### src/rtl/axi_compare_ctrl.sv
// Run controller for the AXI compare unit: AW/AR gating, drain, stats.
// Define AXI_COMPARE_CTRL_HALT_EN to stop a run on its first mismatch.
package axi_compare_ctrl_pkg;

  typedef struct packed {
    logic [3:0]  id;
    logic [31:0] addr;
    logic [7:0]  len;
  } ax_t;

  typedef struct packed {
    logic [31:0] data;
    logic        last;
  } w_t;

  typedef struct packed {
    logic [3:0] id;
    logic [1:0] resp;
  } b_t;

  typedef struct packed {
    logic [3:0]  id;
    logic [31:0] data;
    logic [1:0]  resp;
    logic        last;
  } r_t;

  typedef struct packed {
    ax_t  aw;
    logic aw_valid;
    w_t   w;
    logic w_valid;
    logic b_ready;
    ax_t  ar;
    logic ar_valid;
    logic r_ready;
  } axi_req_t;

  typedef struct packed {
    logic aw_ready;
    logic ar_ready;
    logic w_ready;
    b_t   b;
    logic b_valid;
    r_t   r;
    logic r_valid;
  } axi_rsp_t;

endpackage

module axi_compare_ctrl #(
  parameter int unsigned AxiIdWidth   = 0,
  parameter int unsigned CntWidth     = 16,
  parameter int unsigned DrainTimeout = 1024,
  parameter type axi_req_t =
    axi_compare_ctrl_pkg::axi_req_t,
  parameter type axi_rsp_t =
    axi_compare_ctrl_pkg::axi_rsp_t
) (
  input  logic                  clk_i,
  input  logic                  rst_ni,
  input  logic                  start_i,
  input  logic                  stop_i,
  input  logic                  clear_i,
  input  axi_req_t              slv_req_i,
  output axi_rsp_t              slv_rsp_o,
  output axi_req_t              mst_req_o,
  input  axi_rsp_t              mst_rsp_i,
  input  logic [2**AxiIdWidth-1:0] aw_mismatch_i,
  input  logic                  w_mismatch_i,
  input  logic [2**AxiIdWidth-1:0] b_mismatch_i,
  input  logic [2**AxiIdWidth-1:0] ar_mismatch_i,
  input  logic [2**AxiIdWidth-1:0] r_mismatch_i,
  input  logic                  mismatch_i,
  input  logic                  busy_i,
  output logic                  running_o,
  output logic                  done_o,
  output logic                  error_o,
  output logic                  timeout_o,
  output logic [CntWidth-1:0]   mismatch_cnt_o,
  output logic [4:0]            first_mismatch_o
);

  localparam int unsigned DW =
    (DrainTimeout > 1) ? $clog2(DrainTimeout) : 1;
  localparam logic [DW-1:0] DLast =
    DW'(DrainTimeout - 1);

  typedef enum logic [1:0] {
    Idle,
    Run,
    Drain,
    Done
  } state_e;

  state_e        state_q, state_d;
  logic          pend_aw_q, pend_ar_q;
  logic          aw_open, ar_open;
  logic          aw_fwd, ar_fwd;
  logic [DW-1:0] drain_q;
  logic          tmo_hit;
  logic          halt;
  logic          cnt_en;
  logic          clr_stats;
  logic [4:0]    snap;

  logic [CntWidth-1:0] cnt_q;
  logic                err_q;
  logic                tmo_q;
  logic [4:0]          first_q;

`ifdef AXI_COMPARE_CTRL_HALT_EN
  assign halt = mismatch_i;
`else
  assign halt = 1'b0;
`endif

  assign aw_open = (state_q == Run) | pend_aw_q;
  assign ar_open = (state_q == Run) | pend_ar_q;
  assign aw_fwd  = slv_req_i.aw_valid & aw_open;
  assign ar_fwd  = slv_req_i.ar_valid & ar_open;

  assign cnt_en    = (state_q == Run)
                   | (state_q == Drain);
  assign clr_stats = clear_i
                   & ((state_q == Idle)
                   |  (state_q == Done));

  assign snap = {|aw_mismatch_i,
                 w_mismatch_i,
                 |b_mismatch_i,
                 |ar_mismatch_i,
                 |r_mismatch_i};

  // Forward everything; only AW/AR valid/ready are gated.
  always_comb begin
    mst_req_o          = slv_req_i;
    slv_rsp_o          = mst_rsp_i;
    mst_req_o.aw_valid = aw_fwd;
    mst_req_o.ar_valid = ar_fwd;
    slv_rsp_o.aw_ready = mst_rsp_i.aw_ready & aw_open;
    slv_rsp_o.ar_ready = mst_rsp_i.ar_ready & ar_open;
  end

  // Next-state logic; timeout wins once the drain window is spent.
  always_comb begin
    state_d = state_q;
    tmo_hit = 1'b0;
    unique case (state_q)
      Idle: begin
        if (start_i) state_d = Run;
      end
      Run: begin
        if (stop_i || halt) state_d = Drain;
      end
      Drain: begin
        if (drain_q == DLast) begin
          state_d = Done;
          tmo_hit = 1'b1;
        end else if (!busy_i && !pend_aw_q
                     && !pend_ar_q) begin
          state_d = Done;
        end
      end
      Done: begin
        if (clear_i) state_d = Idle;
      end
      default: state_d = Idle;
    endcase
  end

  // State register.
  always_ff @(posedge clk_i or negedge rst_ni) begin
    if (!rst_ni) state_q <= Idle;
    else         state_q <= state_d;
  end

  // Pending flags hold an offered AW/AR open until it handshakes.
  always_ff @(posedge clk_i or negedge rst_ni) begin
    if (!rst_ni) begin
      pend_aw_q <= 1'b0;
      pend_ar_q <= 1'b0;
    end else begin
      pend_aw_q <= aw_fwd & ~mst_rsp_i.aw_ready;
      pend_ar_q <= ar_fwd & ~mst_rsp_i.ar_ready;
    end
  end

  // Drain age counter, zero on every DRAIN entry.
  always_ff @(posedge clk_i or negedge rst_ni) begin
    if (!rst_ni)                drain_q <= '0;
    else if (state_q == Drain)  drain_q <= drain_q + 1'b1;
    else                        drain_q <= '0;
  end

  // Mismatch statistics: saturating count, sticky flags, first snapshot.
  always_ff @(posedge clk_i or negedge rst_ni) begin
    if (!rst_ni) begin
      cnt_q   <= '0;
      err_q   <= 1'b0;
      tmo_q   <= 1'b0;
      first_q <= '0;
    end else if (clr_stats) begin
      cnt_q   <= '0;
      err_q   <= 1'b0;
      tmo_q   <= 1'b0;
      first_q <= '0;
    end else begin
      if (cnt_en && mismatch_i) begin
        if (cnt_q != '1) cnt_q <= cnt_q + 1'b1;
        err_q <= 1'b1;
        if (!err_q) first_q <= snap;
      end
      if (tmo_hit) tmo_q <= 1'b1;
    end
  end

  assign running_o        = (state_q == Run);
  assign done_o           = (state_q == Done);
  assign error_o          = err_q;
  assign timeout_o        = tmo_q;
  assign mismatch_cnt_o   = cnt_q;
  assign first_mismatch_o = first_q;

endmodule
### config.mk
export PLATFORM = sky130hd
export DESIGN_NAME = axi_compare_ctrl
export DESIGN_NICKNAME = d
export VERILOG_FILES = /design/src/rtl/axi_compare_ctrl.sv
export SDC_FILE = /design/constraint.sdc
export NUM_CORES = 1
export LEC_CHECK = 0
export ABC_AREA = 1
export BUFFER_PORTS_ARGS = -buffer_cell sky130_fd_sc_hd__buf_2
export CAP_MARGIN = 10
export CORE_AREA = 2 2 152 154
export DETAILED_ROUTE_END_ITERATION = 10
export DIE_AREA = 0 0 154 156
export PLACE_DENSITY = 0.45
export SLEW_MARGIN = 20
export SYNTH_ARGS = -nofsm -noshare
export SYNTH_HDL_FRONTEND = slang
export SYNTH_SLANG_ARGS = --single-unit
### constraint.sdc
create_clock -name clk_i -period 1.65 [get_ports clk_i]
set_input_delay 0.33 -clock clk_i [delete_from_list [all_inputs] [get_ports clk_i]]
set_output_delay 0.33 -clock clk_i [all_outputs]
set_load 0.05 [all_outputs]
# Word-level counts from Yosys, hierarchy flattened

Index checks and enable logic that the tools add are counted.

Word-level logic and storage cells: 65
Flip-flop bits (word level): 37
Bits of input ports: 188
Output and inout port bits: 201

Equal/unequal tests: 10
Add/subtract/negate cells: 2
Bitwise gates (word level): 13
Reductions and logical operators: 13
Multiplexer cells: 19

Operator list:

| kind                                                            | count |
|---|---|
| 16-bit 2-to-1 mux                                               | 3 |
| 16-bit by 1-bit adder with 16-bit output, second input constant | 1 |
| 16-bit inequality test, second input constant                   | 1 |
| 5-bit 2-to-1 mux                                                | 3 |
| 10-bit by 1-bit adder with 10-bit output, second input constant | 1 |
| 10-bit == test, second input constant                           | 1 |
| 10-bit 2-to-1 mux                                               | 1 |
| 2-bit 2-to-1 mux                                                | 5 |
| 2-bit inequality test, second input constant                    | 4 |
| 2-bit case mux with 4 select lines                              | 1 |
| 1-bit AND                                                       | 7 |
| 1-bit 2-to-1 mux                                                | 6 |
| 2-bit nonzero test                                              | 3 |
| 2-bit == test, second input constant                            | 2 |
| 1-bit OR                                                        | 4 |
| 2-bit AND reduction                                             | 2 |
| 4-bit AND reduction                                             | 1 |
| 1-bit logical AND                                               | 3 |
| 1-bit zero test                                                 | 3 |
| 3-bit inequality test, second input constant                    | 1 |
| 2-bit by 1-bit == test with 1-bit output, second input constant | 1 |
| 2-bit zero test                                                 | 1 |
| 1-bit inverter                                                  | 2 |

# Logic depth before layout (Yosys ltp)

Depth after elaboration: 6
Depth in mapped cells: 11
Gate-level depth less buffers: 11

# Worst setup path after synthesis

OpenSTA, ideal clock, no wires.

Kind: reg2out
Start: register state_q[1]
End: output port slv_rsp_o[48] (netlist name)
Stages on the path, launching flop included: 5
Slack: -0.466 ns
Path buffers: 0
Required time: 1.320 ns
Arrival time: 1.786 ns
Cells stage by stage: dfrtp_1 -> inv_1 -> ha_1 -> nor2_1 -> nor2_1

RTL lines:

| item                     | RTL line | RTL |
|---|---|---|
| start: declaration       | 96       | `state_e state_q, state_d;` |
| start signal: assignment | 174      | `if (!rst_ni) state_q <= Idle;` |
| start signal: assignment | 175      | `else state_q <= state_d;` |
| end: declaration         | 66       | `output axi_rsp_t slv_rsp_o,` |

==> flow_summary.toml <==
[logic_synthesis]
synth_enable_flop_cells = 0
avgSynthCellArea_um2 = 7.52
synth_seq_cells = 37
async_flop_share_pct = 100
netlist_instances = 456
synth_compound_area_share_pct = 5.18
synth_top_family_by_area = "buffers and inverters"
ys_seq_area_share_pct = 27.0
yosys.area_share.xor_xnor_pct = 1.02
yosysUniqueCellTypes = 26
synth_area_um2 = 3430
synth_nets = 650
synthAdderAreaFrac_pct = 2.19
yosysWarnings = 0
synthFlopType = "dfrtp_1"
synth-simple-area-share_pct = 20.9
muxShareOfSynthArea_pct = 0

[global_route]
grt-ovfl-total = 0
busiest_layer = "met2"
grt_use_met2_pct = 11.9
grt_pass1_wl_mm = 14.0
grt.met3_usage_pct = 5.44
gr-usage-all-layers_pct = 8.08
grt_util_met1_pct = 7.82
first_global_vias = 2140
grt_max_degree = 38
antenna_found_initial = 0

[placement]
preCtsSetupSlack_ps = 0.280
gp_congestion = 0.746
dp_hpwl_mm = 8.08
placed_cell_area_um2 = 2890
portBuffers = 44

[routing]
drtAntennaViolNets = 0
via_per_inst = 3.51
wirelength_mm = 10.3
dr.pass1.iters = 6
vias = 2238
drt_iter0_drc = 92
routedWlPerCell_um = 16.1
drc = 0

[timing]
clock_skew_ps = 6.24
fin_crit_sh_pct = 100
hold_viol = 0
tightest_slew_ps = 314
fmax_mhz = 606
setup_viol = 1
final_max_slew_viol_count = 0
holdWs_ps = 2.06
fin_tns_setup_ps = -1.34
fin_crit_ps = 1650
relSlewSlack_pct = 79.1
layout_setup_ws_ps = -1.34
rsz0062_at_grt = "true"

[clock_tree]
root_buffer = "clkbuf_16"
cts.sinks = 37
cts_tree = "built"
ctsHtreeMaxLevel = 2
clk-insertion-delay-late_ps = 290
clk_path_buf_depth = 2
cts.reportedPaths.clkPinSlew_ps = 60
cts_inserted_buffers = 5

[final_layout]
layout-drive-gt1-share_pct = 34.0
ff_latch_area_um2 = 936
diodes = 0
fillers = 2510
multi_input_area_um2 = 1100
syn_to_final_growth_pct = -6.94
design_area_um2 = 3190
layout.nets = 546

[pwr]
clkPwrFrac_pct = 25.5
p_comb_share_pct = 50.5
vdd_drop_max_mv = 0.532
p_sw_share_pct = 44.0
leakage_nw = 1.46
p_sw_mw = 2.20
p_seq_share_pct = 24.0
p_int_mw = 2.81
power_density_nw_per_um2 = 1570

[critical_path]
arrival_ps = 1320
crit_path_end_kind = "output port"
cp_max_fo = 4
required_ps = 1320
start_kind = "flip-flop"
r2r_start = "state_q[0]$_DFFE_PN0P_"
crit_path_start = "state_q[0]$_DFFE_PN0P_"
path_class = "flip-flop to output port"

[die]
start_util_pct = 15.3
io_pins = 389
coreArea_um2 = 22400
die_w_um = 154
num_rows = 55
dieArea_um2 = 24000
fp.dieH_um = 156

[run]
cap_viol_max_count = 0

[worst_hold_path]
min_path_type = "input pin to async pin"

[status]
violations = "negative setup slack"
outcome = "complete, but fails checks"
kinds of logic after synthesis:
logic type | Yosys count
AO/OA/AOI/OAI | 30
XOR/XNOR | 4
adder cells (fa/ha/maj) | 6
buffers and inverters | 219
flip-flops | 37
AND/OR/NAND/NOR | 160
flip-flops by register name, summed over array words and instances, names as in the netlist:
| register | cells |
|---|---|
| state_q | 2 |
| first_mismatch_o | 5 |
| timeout_o | 1 |
| error_o | 1 |
| pend_aw_q | 1 |
| mismatch_cnt_o | 16 |
| pend_ar_q | 1 |
| drain_q | 10 |
critical path, cell delays in order, from the launching register on:
cell and delay [ps]:
dfrtp_1 380, buf_6 130, ha_4 180, nor2_4 140, nor2_2 50, buf_6 150
area by class of cell:
class                   instances  share of cell area [%]
well taps                     285                    11.2
repair buffers                 67                    14.2
multi-input cells             200                    34.4
flip-flops and latches         37                    29.3
clock inverters                 3                    2.04
inverters                      41                    4.83
clock buffers                   5                    3.92
power by group through the flow:
stage	logic (mW)	registers (mW)	clock network [mW]
finish	2.53	1.20	1.28
global route	2.75	1.23	1.38
CTS	2.44	1.20	1.35
detailed placement	2.30	1.21	0
global placement	2.30	1.21	0
floorplan	2.34	1.57	0
synth_stat cells (5+ instances only):
master	n	area share [%]
nand2_1	75	8.2
nor3_1	5	0.73
o21ai_0	11	1.6
o21ai_2	7	1.8
a21oi_1	7	1.0
nand3_1	28	4.1
nor2_1	36	3.9
buf_4	174	38
inv_1	40	4.4
dfrtp_1	37	27
ha_1	6	2.2
layer usage:
metal	vias up	share of wire, %
li1	1032	-
met1	977	35
met2	161	43
met3	68	16
met4	0	6.1
met5	-	0
final timing paths:
path | endpoint | slack [ps] | cells past startpoint
min reg2reg | drain_q[0]$_DFF_PN0_ | 460 | 1
max in group asynchronous | mismatch_cnt_o[6]$_DFFE_PN0P_ | 1420 | 2
min | first_mismatch_o[3]$_DFFE_PN0P_ | 2 | 2
max reg2reg | mismatch_cnt_o[15]$_DFFE_PN0P_ | 40 | 11
max | mst_req_o[1] | -1 | 5
min in group clk_i | pend_aw_q$_DFF_PN0_ | 210 | 2
cell usage in the layout, fill, tap and decap left out, types with 8 or more instances in the layout:
cell,n
nand3_1,28
buf_4,18
o21ai_0,11
o21ai_2,9
nand2_1,71
dfrtp_2,8
inv_1,39
buf_2,40
nor2_1,28
dfrtp_1,29
nand2_2,8
through the flow:
stage	power, mW	instances	util [%]
final	5.01	638	14.3
after global routing	5.36	638	14.3
after CTS	4.99	637	14.1
after detailed placement	3.51	629	12.9
after global placement	3.51	629	12.9
after floorplan	3.90	456	-
what timing repair did:
| item | in CTS | in global routing |
|---|---|---|
| cloned | 0 | 1 |
| resized for setup | 19 | 13 |
| setup buffers | 0 | 0 |
| setup endpoints to repair | 6 | 27 |
| hold buffers | 0 | 0 |
| pin swaps | 2 | 1 |
No activity file was read; power rests on OpenSTA's default activity.
